==> config.mk <==
export PLATFORM = sky130hd
export DESIGN_NAME = floatingpoint_divider
export DESIGN_NICKNAME = d
export VERILOG_FILES = /design/src/rtl/floatingpoint_divider.sv
export SDC_FILE = /design/constraint.sdc
export NUM_CORES = 1
export LEC_CHECK = 0
export CORE_ASPECT_RATIO = 0.8
export CORE_MARGIN = 3
export CORE_UTILIZATION = 47
export DETAILED_ROUTE_END_ITERATION = 10
export PLACE_DENSITY = 0.79
export SYNTH_ARGS = -nofsm -noshare
export SYNTH_HDL_FRONTEND = slang
export SYNTH_SLANG_ARGS = --single-unit
export TNS_END_PERCENT = 100
==> constraint.sdc <==
create_clock -name clk_i -period 12.44 [get_ports clk_i]
set_input_delay 3.732 -clock clk_i [delete_from_list [all_inputs] [get_ports clk_i]]
set_output_delay 3.732 -clock clk_i [all_outputs]
set_load 0.01 [all_outputs]
==> src/rtl/floatingpoint_divider.sv <==
// ---------------------------------------------------------------------------
// floatingpoint_divider
//
// Sequential IEEE-754 binary32 divider (dataA_i / dataB_i). A restoring
// mantissa divider produces one quotient bit per clock. The result is
// truncated (no rounding), matching the companion combinational multiplier.
// Fixed latency: 26 cycles from the start edge to the done_o edge.
//
// Ports:
//   clk_i      rising-edge clock
//   rst_i      asynchronous active-high reset
//   start_i    operation request, sampled only while idle
//   dataA_i    dividend, captured with start_i
//   dataB_i    divisor, captured with start_i
//   busy_o     operation in progress
//   done_o     one-cycle pulse, data_o/divzero_o valid
//   data_o     quotient, held until the next done_o
//   divzero_o  divide-by-zero flag, updated with done_o
// ---------------------------------------------------------------------------
module floatingpoint_divider #(
    parameter int DATA_WIDTH = 32
) (
    input  logic                  clk_i,
    input  logic                  rst_i,
    input  logic                  start_i,
    input  logic [DATA_WIDTH-1:0] dataA_i,
    input  logic [DATA_WIDTH-1:0] dataB_i,
    output logic                  busy_o,
    output logic                  done_o,
    output logic [DATA_WIDTH-1:0] data_o,
    output logic                  divzero_o
);

    typedef enum logic [1:0] {
        S_IDLE   = 2'd0,
        S_DIVIDE = 2'd1,
        S_NORM   = 2'd2
    } state_t;

    // Special-case classes decided when operands are captured
    localparam logic [1:0] SP_NONE  = 2'd0;
    localparam logic [1:0] SP_NAN   = 2'd1;
    localparam logic [1:0] SP_DIVZ  = 2'd2;
    localparam logic [1:0] SP_AZERO = 2'd3;

    localparam logic [4:0] LAST_ITER = 5'd24;

    state_t                  state_q, state_d;
    logic                    busy_q, busy_d;
    logic                    done_q, done_d;
    logic [DATA_WIDTH-1:0]   data_q, data_d;
    logic                    divzero_q, divzero_d;
    logic [25:0]             r_q, r_d;
    logic [24:0]             quo_q, quo_d;
    logic [23:0]             mb_q, mb_d;
    logic signed [9:0]       exp_q, exp_d;
    logic                    sign_q, sign_d;
    logic [1:0]              special_q, special_d;
    logic [4:0]              cnt_q, cnt_d;

    // Operand field views
    logic [7:0]              exp_a_s, exp_b_s;
    logic [1:0]              special_s;
    logic signed [9:0]       exp_in_s;

    // Restoring-step and packing intermediates
    logic                    qbit_s;
    logic [25:0]             rem_s;
    logic signed [9:0]       exp_fin_s;
    logic [22:0]             mant_s;
    logic [DATA_WIDTH-1:0]   pack_s;

    assign exp_a_s  = dataA_i[30:23];
    assign exp_b_s  = dataB_i[30:23];
    // Biased exponent difference; 10-bit signed holds -128..382 without wrap
    assign exp_in_s = $signed({2'b00, exp_a_s}) - $signed({2'b00, exp_b_s}) + 10'sd127;

    // Classify operands by priority: NaN/Inf input, zero divisor, zero dividend
    always_comb begin
        if ((exp_a_s == 8'hFF) || (exp_b_s == 8'hFF)) begin
            special_s = SP_NAN;
        end else if (exp_b_s == 8'h00) begin
            special_s = SP_DIVZ;
        end else if (exp_a_s == 8'h00) begin
            special_s = SP_AZERO;
        end else begin
            special_s = SP_NONE;
        end
    end

    // One restoring step: subtract divisor when it fits, then shift
    always_comb begin
        if (r_q >= {2'b00, mb_q}) begin
            qbit_s = 1'b1;
            rem_s  = r_q - {2'b00, mb_q};
        end else begin
            qbit_s = 1'b0;
            rem_s  = r_q;
        end
    end

    // Normalise the quotient and apply special/overflow/underflow overrides
    always_comb begin
        if (quo_q[24]) begin
            mant_s    = quo_q[23:1];
            exp_fin_s = exp_q;
        end else begin
            mant_s    = quo_q[22:0];
            exp_fin_s = exp_q - 10'sd1;
        end
        case (special_q)
            SP_NAN:   pack_s = 32'h7FC0_0000;
            SP_DIVZ:  pack_s = {sign_q, 8'hFF, 23'h000000};
            SP_AZERO: pack_s = {sign_q, 31'h0000_0000};
            default: begin
                if (exp_fin_s >= 10'sd255) begin
                    pack_s = {sign_q, 8'hFF, 23'h000000};
                end else if (exp_fin_s <= 10'sd0) begin
                    pack_s = {sign_q, 31'h0000_0000};
                end else begin
                    pack_s = {sign_q, exp_fin_s[7:0], mant_s};
                end
            end
        endcase
    end

    // State register
    always_ff @(posedge clk_i or posedge rst_i) begin
        if (rst_i) begin
            state_q <= S_IDLE;
        end else begin
            state_q <= state_d;
        end
    end

    // Next-state logic
    always_comb begin
        state_d = state_q;
        case (state_q)
            S_IDLE: begin
                if (start_i) begin
                    state_d = S_DIVIDE;
                end else begin
                    state_d = S_IDLE;
                end
            end
            S_DIVIDE: begin
                if (cnt_q == LAST_ITER) begin
                    state_d = S_NORM;
                end else begin
                    state_d = S_DIVIDE;
                end
            end
            S_NORM:  state_d = S_IDLE;
            default: state_d = S_IDLE;
        endcase
    end

    // Output and datapath next-state logic
    always_comb begin
        busy_d    = busy_q;
        done_d    = 1'b0;
        data_d    = data_q;
        divzero_d = divzero_q;
        r_d       = r_q;
        quo_d     = quo_q;
        mb_d      = mb_q;
        exp_d     = exp_q;
        sign_d    = sign_q;
        special_d = special_q;
        cnt_d     = cnt_q;
        case (state_q)
            S_IDLE: begin
                if (start_i) begin
                    busy_d    = 1'b1;
                    sign_d    = dataA_i[31] ^ dataB_i[31];
                    r_d       = {2'b00, 1'b1, dataA_i[22:0]};
                    mb_d      = {1'b1, dataB_i[22:0]};
                    exp_d     = exp_in_s;
                    special_d = special_s;
                    quo_d     = 25'd0;
                    cnt_d     = 5'd0;
                end else begin
                    busy_d    = 1'b0;
                end
            end
            S_DIVIDE: begin
                // Quotient bits enter at the LSB so the first lands in quo[24]
                quo_d = {quo_q[23:0], qbit_s};
                r_d   = rem_s << 1;
                cnt_d = cnt_q + 5'd1;
            end
            S_NORM: begin
                data_d    = pack_s;
                divzero_d = (special_q == SP_DIVZ);
                done_d    = 1'b1;
                busy_d    = 1'b0;
            end
            default: begin
                busy_d = 1'b0;
            end
        endcase
    end

    // Datapath and output registers
    always_ff @(posedge clk_i or posedge rst_i) begin
        if (rst_i) begin
            busy_q    <= 1'b0;
            done_q    <= 1'b0;
            data_q    <= '0;
            divzero_q <= 1'b0;
            r_q       <= 26'd0;
            quo_q     <= 25'd0;
            mb_q      <= 24'd0;
            exp_q     <= 10'sd0;
            sign_q    <= 1'b0;
            special_q <= SP_NONE;
            cnt_q     <= 5'd0;
        end else begin
            busy_q    <= busy_d;
            done_q    <= done_d;
            data_q    <= data_d;
            divzero_q <= divzero_d;
            r_q       <= r_d;
            quo_q     <= quo_d;
            mb_q      <= mb_d;
            exp_q     <= exp_d;
            sign_q    <= sign_d;
            special_q <= special_d;
            cnt_q     <= cnt_d;
        end
    end

    assign busy_o    = busy_q;
    assign done_o    = done_q;
    assign data_o    = data_q;
    assign divzero_o = divzero_q;

endmodule
==> qor.csv <==
metric;value;unit
finalInstanceArea;9470;µm²
grt_start_max_net_pins;87;
path_buf_inv;2;
critical_path.max_fanout;3;
crit_required;12.71;ns
grtUsageTotal;20.4;%
post-dp-hpwl;12100;µm
fin_hold_ws;0.448;ns
worstSetupPathType;in -> reg;
synth.distinct_cells;62;
power_density;274;nW/µm²
synthToLayoutAreaGrowth;24.3;%
fmax;166;MHz
worstPathArrival;6.28;ns
die_y;120;µm
hold-path-cell-count;2;
post_drt_via_cell_ratio;5.54;
synth_edf_count;0;
cp.depth;13;
grt_overflow;0;
layout-drive-gt1-share;5.87;%
worst_setup_path_end_kind;flop;
regToRegSetupSlack;8.66;ns
hold_viol;0;
antenna_found_initial;0;
gp_congestion;0.865;
finalNetCount;1050;
vias;6452;
post_dp_cell_area;8780;µm²
fin_tns_setup;0;ns
crit_path_top_delay_cell;clkdlybuf4s50_1;
die_w;148;µm
rr_endpoint;r_q[10]$_DFFE_PP0P_;
detail-route-antenna-nets;0;
synth_commonest_cells;nand2_1, dfrtp_1, nor2_1, o21ai_0, inv_1;
post-place-ws;5.98;ns
setup_viol;0;
synth_seq_area_share;42.7;%
worstSetupStartpoint;dataB_i[23];
start_util;49.4;%
outcome;complete, no violations;
yosys.area.top_type;dfrtp_1;
rows;40;
drt_iter0_drc;475;
synth_area_leaders;dfrtp_1, nand2_1, ha_1, mux2i_1, o21ai_0;
worstSetupStartpointType;input port;
postCtsSetupBuffers;0;
pin_count;102;
dieArea;17800;µm²
core-area;15400;µm²
syn_inst;856;
endpoint;exp_q[7]$_DFFE_PP0P_;
holdBufCountCts;0;
htree_num_levels;4;
drt-pass1-iter-count;6;
slowest_delay;0.50;ns
ff2ff_path_depth;11;
syn_avg_cell_area;8.90;µm²
n_antenna_cell;0;
yosysWarnings;0;
drv_slew;0;
grt_pass1_wl;29900;µm
period_minus_slack;6.01;ns
r2r_start;r_q[2]$_DFFE_PP0P_;
cts-root-buf;clkbuf_16;
port_buffers;101;
syn-num-nets;965;
post_cts_resized;0;
hp-class;reg -> reg;
cp_top_family;adder cells;
ir_drop;121;µV
finalCritPeriodShare;48.3;%
numCtsBuffers;17;
clk_pin_slew;0.06;ns
tritoncts;done;
finClkSkew;0.00707;ns
worst_slack;6.43;ns
p_leak;4.14;nW
synth-seq-cells;130;
drc;0;
cp_cell_sequence;clkdlybuf4s50_1 -> ha_1 -> inv_1 -> fa_1 -> nand2_1 -> nand2_1 -> a21oi_1 -> o21bai_1 -> a21oi_1 -> xnor2_1 -> nor3b_1 -> xor2_1 -> o21ai_0;
clkLatencyLatePin;0.42;ns
rsz0062_at_grt;no;
synth.top_cell.area_share;42.7;%
cts_sinks;130;
cts.path.max_buffers;2;
async_flop_share;100;%
slew_headroom;16.8;%
worst-slew-pin-transition;1.22;ns
cap_violations;0;
synth.most_common_cell;nand2_1;
syn-cell-area;7620;µm²
wl;17400;µm
synth_flop_cell;dfrtp_1;
routedWlPerCell;14.9;µm
grt_pass1_vias;6113;
==> report_power, final <==
| part | leakage, nW | switching [mW] | internal (mW) |
|---|---|---|---|
| registers | 1.64 | 0.126 | 0.580 |
| logic | 2.17 | 0.731 | 0.585 |
| clock network | 0.329 | 0.186 | 0.386 |
==> per-stage QoR <==
stage | cells | util (%) | total power [mW]
after floorplan | 856 | - | 1.73
after global placement | 1132 | 57.0 | 1.97
after detailed placement | 1132 | 57.0 | 2.00
final | 1164 | 61.4 | 2.59
after CTS | 1164 | 61.4 | 2.59
after global routing | 1164 | 61.4 | 2.82
==> cell families (layout without fill, tap and decap cells) <==
group           after synthesis  count (layout)  share of synthesized area (%)
simple gates                296             296                           17.5
compound gates              227             227                           19.4
flops                       130             130                           42.7
buf+inv                      92             190                           4.80
fa+ha+maj                    42              42                           7.09
xor+xnor                     39              39                           4.48
mux                          30              30                           4.01
==> how the worst min path moves through the flow <==
| stage | startpoint | to | slack, ns |
|---|---|---|---|
| final | mb_q[23]$_DFFE_PP0P_ | mb_q[23]$_DFFE_PP0P_ | 0.45 |
| after global routing | mb_q[23]$_DFFE_PP0P_ | mb_q[23]$_DFFE_PP0P_ | 0.47 |
| after CTS | mb_q[23]$_DFFE_PP0P_ | mb_q[23]$_DFFE_PP0P_ | 0.45 |
| after detailed placement | mb_q[23]$_DFFE_PP0P_ | mb_q[23]$_DFFE_PP0P_ | 0.44 |
| after global placement | mb_q[23]$_DFFE_PP0P_ | mb_q[23]$_DFFE_PP0P_ | 0.43 |
| after floorplan | mb_q[23]$_DFFE_PP0P_ | mb_q[23]$_DFFE_PP0P_ | 0.42 |
==> area by class of cell <==
| type | count | area [µm²] |
|---|---|---|
| fill | 1335 | 5950 |
| sequential | 130 | 3250 |
| timing repair buffer | 108 | 1060 |
| inverter | 50 | 190 |
| clock inverter | 13 | 231 |
| multi-input combinational | 634 | 4020 |
| tap | 210 | 263 |
| clock buffer | 19 | 453 |
==> sequential cells by signal, indices dropped and copies added, names as in the netlist <==
name,flops
special_q,2
state_q,2
sign_q,1
r_q,26
cnt_q,5
divzero_o,1
data_o,32
mb_q,24
exp_q,10
quo_q,25
done_o,1
busy_o,1
==> cells in the final DEF (no fill, tap or decap), types with 10 or more instances in the layout <==
| cell type | synthesis | layout |
|---|---|---|
| nor2_1 | 58 | 55 |
| clkdlybuf4s50_1 | 0 | 101 |
| xor2_1 | 21 | 21 |
| nand2_1 | 151 | 151 |
| o21ai_1 | 31 | 31 |
| a21oi_1 | 22 | 22 |
| nor2b_1 | 13 | 12 |
| nand3_1 | 10 | 10 |
| clkbuf_16 | 0 | 17 |
| a211oi_1 | 22 | 22 |
| dfrtp_1 | 130 | 130 |
| mux2i_1 | 26 | 26 |
| a22o_1 | 27 | 27 |
| inv_1 | 49 | 48 |
| nor3_1 | 16 | 16 |
| a31oi_1 | 23 | 23 |
| nand4_1 | 11 | 11 |
| ha_1 | 40 | 40 |
| xnor2_1 | 18 | 18 |
| o21ai_0 | 52 | 52 |
==> worst min-delay path, delay by kind of cell, from the launching register on <==
kind	cells	cell delay (ns)
flops	1	0.32
buf+inv	1	0.05
simple gates	1	0.05
==> layer usage <==
metal	GRT usage, %	vias up	share of wire (%)
met3	4.68	13	6.9
met2	29.7	208	42
met5	0	-	0
met1	30.2	3043	50
met4	6.41	0	1.1
li1	-	3188	-
No activity file was read; power rests on OpenSTA's default activity.
